## src/rtl/seg_scan_ctrl.sv

```systemverilog
// seg_scan_ctrl: time-multiplexes one shared BCD-to-7-segment decoder across
// DIGITS common-anode digits, with tear-free shadow->active commits at frame
// boundaries, dead-time blanking between slots and leading-zero blanking.
//
// Ports:
//   clk          system clock, rising edge
//   reset        asynchronous active-high reset
//   enable       1 = scanning, 0 = display dark
//   lzb_en       leading-zero blanking enable
//   wr_en        write strobe into the shadow file
//   wr_addr      shadow digit index (values >= DIGITS ignored)
//   wr_data      BCD/hex nibble to write
//   commit       request shadow->active copy (level-sampled)
//   commit_done  one-cycle pulse, high the cycle after the copy edge
//   bcd          nibble to the shared decoder
//   blank        1 = decoder output forced off
//   an_n         active-low anode enables, at most one low
//   digit_idx    digit currently in its slot
module seg_scan_ctrl #(
    parameter int unsigned DIGITS   = 4,
    parameter int unsigned PRESCALE = 1000,
    parameter int unsigned BLANK    = 8
) (
    input  logic                      clk,
    input  logic                      reset,
    input  logic                      enable,
    input  logic                      lzb_en,
    input  logic                      wr_en,
    input  logic [$clog2(DIGITS)-1:0] wr_addr,
    input  logic [3:0]                wr_data,
    input  logic                      commit,
    output logic                      commit_done,
    output logic [3:0]                bcd,
    output logic                      blank,
    output logic [DIGITS-1:0]         an_n,
    output logic [$clog2(DIGITS)-1:0] digit_idx
);

    localparam int unsigned   AW         = $clog2(DIGITS);
    localparam int unsigned   CW         = $clog2(PRESCALE);
    localparam logic [AW-1:0] LAST_DIGIT = AW'(DIGITS - 1);
    localparam logic [CW-1:0] LAST_CNT   = CW'(PRESCALE - 1);
    localparam logic [CW-1:0] LAST_DEAD  = CW'(BLANK - 1);

    typedef enum logic [1:0] {
        ST_IDLE,
        ST_DEAD,
        ST_ON
    } state_t;

    state_t                 state_q, state_d;
    logic [CW-1:0]          cnt_q, cnt_d;
    logic [AW-1:0]          idx_q, idx_d;
    logic                   pending_q, pending_d;
    logic [DIGITS-1:0][3:0] shadow_q;
    logic [DIGITS-1:0][3:0] active_q, active_d;
    logic                   frame_wrap;
    logic                   copy;
    logic                   wr_hit;
    logic                   lz;
    logic [DIGITS-1:0]      an_n_d;
    logic                   blank_d;
    logic [3:0]             bcd_d;

    assign digit_idx = idx_q;
    assign wr_hit    = wr_en && (32'(wr_addr) < DIGITS);

    // Scan sequencer: IDLE -> DEAD (BLANK cycles) -> ON (rest of slot) -> next digit.
    always_comb begin
        state_d = state_q;
        cnt_d   = cnt_q;
        idx_d   = idx_q;
        unique case (state_q)
            ST_IDLE: begin
                cnt_d = '0;
                idx_d = '0;
                if (enable) begin
                    state_d = ST_DEAD;
                end
            end
            ST_DEAD: begin
                cnt_d = cnt_q + 1'b1;
                if (cnt_q == LAST_DEAD) begin
                    state_d = ST_ON;
                end
            end
            ST_ON: begin
                if (cnt_q == LAST_CNT) begin
                    cnt_d   = '0;
                    state_d = ST_DEAD;
                    idx_d   = (idx_q == LAST_DIGIT) ? '0 : idx_q + 1'b1;
                end else begin
                    cnt_d = cnt_q + 1'b1;
                end
            end
            default: begin
                state_d = ST_IDLE;
            end
        endcase
        // Disable overrides everything and parks the scan at digit 0.
        if (!enable) begin
            state_d = ST_IDLE;
            cnt_d   = '0;
            idx_d   = '0;
        end
    end

    // Commit happens on the last-digit -> digit-0 wrap, or any cycle spent idle.
    assign frame_wrap = enable && (state_q == ST_ON) && (cnt_q == LAST_CNT) &&
                        (idx_q == LAST_DIGIT);
    assign copy       = pending_q && (frame_wrap || (state_q == ST_IDLE));
    assign pending_d  = copy ? commit : (pending_q | commit);
    assign active_d   = copy ? shadow_q : active_q;

    // Outputs are registered from next-state values so they line up with state_q.
    always_comb begin
        lz = lzb_en && (idx_d != '0);
        for (int unsigned j = 0; j < DIGITS; j++) begin
            if ((AW'(j) >= idx_d) && (active_d[j] != 4'd0)) begin
                lz = 1'b0;
            end
        end
        an_n_d  = '1;
        blank_d = 1'b1;
        bcd_d   = active_d[idx_d];
        if (state_d == ST_ON) begin
            an_n_d[idx_d] = 1'b0;
            blank_d       = lz;
        end
    end

    // State, register files and output registers.
    always_ff @(posedge clk or posedge reset) begin
        if (reset) begin
            state_q     <= ST_IDLE;
            cnt_q       <= '0;
            idx_q       <= '0;
            pending_q   <= 1'b0;
            shadow_q    <= '0;
            active_q    <= '0;
            an_n        <= '1;
            blank       <= 1'b1;
            bcd         <= 4'd0;
            commit_done <= 1'b0;
        end else begin
            state_q     <= state_d;
            cnt_q       <= cnt_d;
            idx_q       <= idx_d;
            pending_q   <= pending_d;
            active_q    <= active_d;
            an_n        <= an_n_d;
            blank       <= blank_d;
            bcd         <= bcd_d;
            commit_done <= copy;
            if (wr_hit) begin
                shadow_q[wr_addr] <= wr_data;
            end
        end
    end

endmodule
```

## config.mk

```make
export PLATFORM = sky130hd
export DESIGN_NAME = seg_scan_ctrl
export DESIGN_NICKNAME = d
export VERILOG_FILES = /design/src/rtl/seg_scan_ctrl.sv
export SDC_FILE = /design/constraint.sdc
export NUM_CORES = 1
export LEC_CHECK = 0
export ABC_AREA = 1
export BUFFER_PORTS_ARGS = -buffer_cell sky130_fd_sc_hd__clkbuf_2
export CORE_MARGIN = 4
export CORE_UTILIZATION = 35
export DETAILED_ROUTE_END_ITERATION = 10
export PLACE_DENSITY = 0.56
export SKIP_CTS_REPAIR_TIMING = 1
export SYNTH_ARGS = -nofsm -noshare
export SYNTH_HDL_FRONTEND = slang
export SYNTH_SLANG_ARGS = --single-unit
```

## constraint.sdc

```tcl
create_clock -name clk -period 2.55 [get_ports clk]
set_input_delay 0.51 -clock clk [delete_from_list [all_inputs] [get_ports clk]]
set_output_delay 0.51 -clock clk [all_outputs]
set_load 0.01 [all_outputs]
```

==> results.ini, run 1 <==
[timing]
tightest_slew_ns = 0.4707
period_minus_slack_ns = 2.117
skew_ns = 0.008683
rsz0062_at_grt = no
final_hold_viol_count = 0
hold_ws_ns = 0.1997
timing.fmax_mhz = 472.3
setup_tns_ns = 0
timing.final.crit_share_pct = 83.04
finalMaxSlewViolations = 0
setup_viol = 0
slew_headroom_pct = 68.62

[layout]
drive_gt1_share_pct = 17.39
instances_no_fill = 444
syn_to_final_growth_pct = 17.94
fin_nets = 358
final_common_cell = nand2_1
multiInputGateArea_um2 = 1045
finish.utilization_pct = 42.75
register_area_um2 = 1433
final_cell_mix = nand2_1, dfrtp_1, inv_1, nand3_1, nor2_1
n_antenna_cell = 0
fillCellCount = 727

[placed_design]
io_buffers = 23
dp.cells = 428
dp_hpwl_mm = 4.136
place_congestion = 0.7866

[detailed_routing]
vias = 2067
wl_mm = 5.748
post_drt_wl_per_cell_um = 12.95
vias_per_cell = 4.655
drcViolationCount = 0
antenna_left = 0
drt_iter0_drc = 88
drt_pass1_iterations = 4

[clock_tree]
clk_latency_ns = 0.34
cts_max_level = 3
cts_root_buf = clkbuf_8
path_clk_slew_ns = 0.07
cts_made_buffers = 9
clock-sinks = 57
cts_tree = yes
clk_path_buf_depth = 2

[pwr]
peakVddDrop_uv = 411.1
total_power_w = 0.002420
p_per_area_nw_per_um2 = 772.2
p_leak_nw = 1.560

[worst_setup_path]
startpoint_type = flop
crit_buf_inv = 1
end_kind = flop
path_common_cell = nand2_1
worst-r2r-cell-count = 14
crit_required_ns = 2.84
reg2reg_setup_slack_ns = 0.43
path_cells = inv_1 -> ha_1 -> nand2_1 -> nor2_1 -> nand3_2 -> nand2_4 -> nand2_4 -> nand2_1 -> nand2_1 -> nor2_1 -> nand2_1 -> nand2_1 -> nand3_1 -> nand2_1
crit_type = flop to flop
crit_fanout = 17
max_stage_delay_ns = 0.41
slowest_stage = dfrtp_1
crit_family = simple AND/OR/NAND/NOR gates
r2r_end = blank
cp.arrival_ns = 2.40
reg2reg_from = state_q[0]

[die]
dieArea_um2 = 9051
pin_count = 24
rows = 31
initial_core_util_pct = 36.25
die_w_um = 95.14
die_h_um = 95.14
placeableCoreArea_um2 = 7331

[synth]
netlist_area_um2 = 2658
synth_seq_cells = 57
yosysUniqueCellTypes = 28
synth_nets = 326
seq_area_frac_synth_pct = 53.91
avgSynthCellArea_um2 = 8.628
syn_inst = 308
yosysWarnings = 0

[grt]
antenna_found_initial = 0
grt_max_degree = 58
overflow = 0
grt_pass1_wl_mm = 9.942
grt_usage_pct = 14.52
grt_pass1_vias = 2105

[run]
drv_cap = 0

[outcome]
status = finished, final reports clean

[min_path]
hold_class = input port to async pin

-- worst min-delay path, cell delays in order --
cell and delay, ns:
clkbuf_2 0.09, inv_2 0.06, buf_12 0.27
-- per-stage QoR --
stage                     area, um2  setup WS [ns]
after floorplan                2658         0.6486
after global placement         2890         0.4958
after detailed placement       2890         0.4608
after CTS                      3134         0.4332
after global routing           3134         0.2204
final                          3134         0.4325
-- power by group --
part / total (W) / switching, W / leakage (nW) / internal [W]
Combinational: 0.000293 / 0.000190 / 0.720 / 0.000102
Clock: 0.00105 / 0.000379 / 0.120 / 0.000674
Sequential: 0.00107 / 0.0000561 / 0.720 / 0.00102
Total: 0.00242 / 0.000625 / 1.56 / 0.00179
-- flip-flops by register name, indices dropped and copies added (netlist names) --
name         count
shadow_q        16
bcd              4
an_n             4
cnt_q           10
active_q        16
commit_done      1
pending_q        1
state_q          2
digit_idx        2
blank            1
-- per-layer routing --
layer  track usage, %  wire [um]  part of all wire (%)
met5                0          0                     0
met4            6.010         79                   1.4
met3            4.499        283                   4.9
met2            20.93       2500                    43
met1            20.13       2884                    50
-- cell type report --
type | instances | share of cell area [%]
tap | 99 | 3.952
timing repair buffer | 24 | 4.311
multi-input combinational | 207 | 33.33
inverter | 41 | 4.910
sequential | 57 | 45.71
clock buffer | 11 | 4.511
clock inverter | 5 | 3.273
-- synth_stat cells --
master,count,share of area (%)
inv_1,39,5.5
ha_1,6,2.8
xnor2_1,1,0.33
nand4_1,1,0.24
nor3_1,5,0.94
o21ai_0,18,3.4
nand3b_1,4,1.1
o22ai_1,2,0.47
nand3_2,3,1.1
mux2i_1,1,0.38
nand3_1,26,4.9
a22oi_1,5,1.4
a31oi_1,1,0.24
nand2_4,4,1.7
nor3_4,1,0.61
inv_2,2,0.28
a32oi_1,1,0.33
buf_6,2,0.85
nor2_1,24,3.4
dfrtp_1,52,49
dfstp_2,5,4.9
xor2_1,1,0.33
nand2_1,90,13
a31o_2,1,0.33
a21boi_0,1,0.28
clkbuf_1,1,0.14
a21oi_1,7,1.3
nor2_2,4,0.94
-- worst max path at each step --
stage                           from           to  slack [ns]  depth (start not counted)
after floorplan                reset  active_q[0]        0.65                          1
after global placement    state_q[0]        blank        0.50                         14
after detailed placement  state_q[0]        blank        0.46                         14
after CTS                 state_q[0]        blank        0.43                         14
after global routing      state_q[0]        blank        0.22                         14
final                     state_q[0]        blank        0.43                         14
-- cell families after synthesis --
logic type                 count (synthesis)  share of synthesized area, %
AOI/OAI and AO/OA                         36                         7.769
adders and majority gates                  6                         2.825
muxes                                      1                        0.3767
and+or+nand+nor                          162                         27.68
DFF                                       57                         53.91
buffers and inverters                     44                         6.780
xor gates and xnor gates                   2                        0.6593
(Power assumes the default switching activity.)
==> run 2: changes to the inputs <==
Settings changed: PLACE_DENSITY 0.56 to 0.58.
Clock period 2.55 ns to 1.89 ns, I/O delays scaled along.
==> results.ini, run 2 (same netlist as run 1, synthesis figures left out) <==
[outcome]
status = finished, final reports clean

[clock_tree]
cts_tree = yes
cts_root_buf = clkbuf_8
cts_made_buffers = 9  ; unchanged
clk_path_buf_depth = 2  ; unchanged
cts_max_level = 3  ; unchanged
clk_latency_ns = 0.33  ; about the same
path_clk_slew_ns = 0.07  ; about the same
clock-sinks = 57  ; unchanged

[detailed_routing]
drt_pass1_iterations = 4  ; unchanged
post_drt_wl_per_cell_um = 13.07  ; +0.97%
vias = 2204  ; +6.6%
drt_iter0_drc = 108  ; +23%
wl_mm = 6.183  ; +7.6%
vias_per_cell = 4.660  ; about the same
drcViolationCount = 0  ; unchanged
antenna_left = 0  ; unchanged

[worst_setup_path]
crit_type = flop to flop
crit_required_ns = 2.11  ; -0.73 ns
startpoint_type = flop
crit_fanout = 6  ; -11
end_kind = flop
cp.arrival_ns = 2.07  ; -0.33 ns

[grt]
antenna_found_initial = 0  ; unchanged
grt_usage_pct = 14.52  ; about the same
overflow = 0  ; unchanged
grt_pass1_vias = 2019  ; -4.1%
grt_max_degree = 28  ; -52%
grt_pass1_wl_mm = 9.998  ; +0.56%

[placed_design]
dp_hpwl_mm = 4.311  ; +4.2%
post-place-ws_ns = -0.04429  ; -0.5051 ns
place_congestion = 0.8233  ; +4.7%
io_buffers = 23  ; unchanged

[die]
pin_count = 24  ; unchanged
placeableCoreArea_um2 = 7331  ; unchanged
dieArea_um2 = 9051  ; unchanged
initial_core_util_pct = 36.25  ; unchanged
die_h_um = 95.14  ; unchanged
rows = 31  ; unchanged
die_w_um = 95.14  ; unchanged

[layout]
drive_gt1_share_pct = 32.89  ; +15 points
syn_to_final_growth_pct = 31.12
finish.utilization_pct = 47.53  ; +4.8 points
fin_nets = 387  ; +8.1%
n_antenna_cell = 0  ; unchanged
final_cell_mix = nand2_1, dfrtp_1, inv_1, buf_4
reg_top3 = active_q x16, shadow_q x16, cnt_q x10
final_common_cell = nand2_1

[pwr]
peakVddDrop_uv = 463.0  ; +13%
p_leak_nw = 1.698  ; +8.9%
p_per_area_nw_per_um2 = 920.1  ; +19%

[timing]
timing.fmax_mhz = 541.0  ; +15%
tightest_slew_ns = 0.6340  ; +0.1633 ns
finalMaxSlewViolations = 0  ; unchanged
skew_ns = 0.01220  ; +0.003517 ns
slew_headroom_pct = 57.74  ; -11 points
timing.final.ws_setup_ns = 0.04143  ; -0.3911 ns
rsz0062_at_grt = yes
final_hold_viol_count = 0  ; unchanged
setup_viol = 0  ; unchanged
period_minus_slack_ns = 1.849  ; -0.2689 ns
hold_ws_ns = 0.03212  ; -0.1676 ns
timing.final.crit_share_pct = 97.81  ; +15 points
setup_tns_ns = 0  ; unchanged

[run]
drv_cap = 0  ; unchanged

[min_path]
hold_class = input port to async pin

-- run 2: report_power, final --
group	switching (W)	internal, W
Clock	0.000492	0.000776
Sequential	0.0000797	0.00137
Combinational	0.000292	0.000193
Total	0.000863	0.00234
-- run 2: final cells by class --
class                   count  area, um2
well taps                  99      123.9
inverters                  41      153.9
fillers                   712       3846
flip-flops and latches     57       1433
multi-input cells         209       1212
clock buffers              11      141.4
repair buffers             51      341.6
clock inverters             5      78.83
-- run 2: layer usage --
| layer | vias to the layer above | GRT usage [%] | routed length, um |
|---|---|---|---|
| met5 | - | 0 | 0 |
| met4 | 0 | 5.409 | 91 |
| met3 | 6 | 3.552 | 256 |
| met2 | 45 | 20.23 | 2719 |
| met1 | 1040 | 21.59 | 3116 |
| li1 | 1113 | - | - |
-- run 2: path summary, 6_finish.rpt --
check | from | endpoint | slack (ns) | depth (start not counted)
worst max-delay path | state_q[0] | bcd[3] | 0.04 | 12
worst min-delay path | reset | active_q[4] | 0.03 | 2
worst max register to register | state_q[0] | bcd[3] | 0.04 | 12
worst min register to register | shadow_q[3] | shadow_q[3] | 0.49 | 2
max in group asynchronous | reset | an_n[0] | 1.24 | 3
min in group clk | commit | pending_q | 0.27 | 2
-- run 2: through the flow --
| step | power, W | instance area [um2] | std cells |
|---|---|---|---|
| finish | 0.003206 | 3485 | 473 |
| CTS | 0.003153 | 3223 | 459 |
| floorplan | 0.001735 | 2658 | 308 |
| global placement | 0.001868 | 3003 | 443 |
| global route | 0.003372 | 3485 | 473 |
| detailed placement | 0.001875 | 3003 | 443 |
-- run 2: critical path: stages, from the launching register on --
cell and delay, ns:
dfrtp_1 0.39, inv_2 0.10, ha_4 0.15, nand2_4 0.05, nor2_4 0.12, nand3_2 0.10
nand2_4 0.16, buf_6 0.12, nand3b_1 0.12, nand2_2 0.12, inv_2 0.05, a22oi_2 0.17
nand3_1 0.09
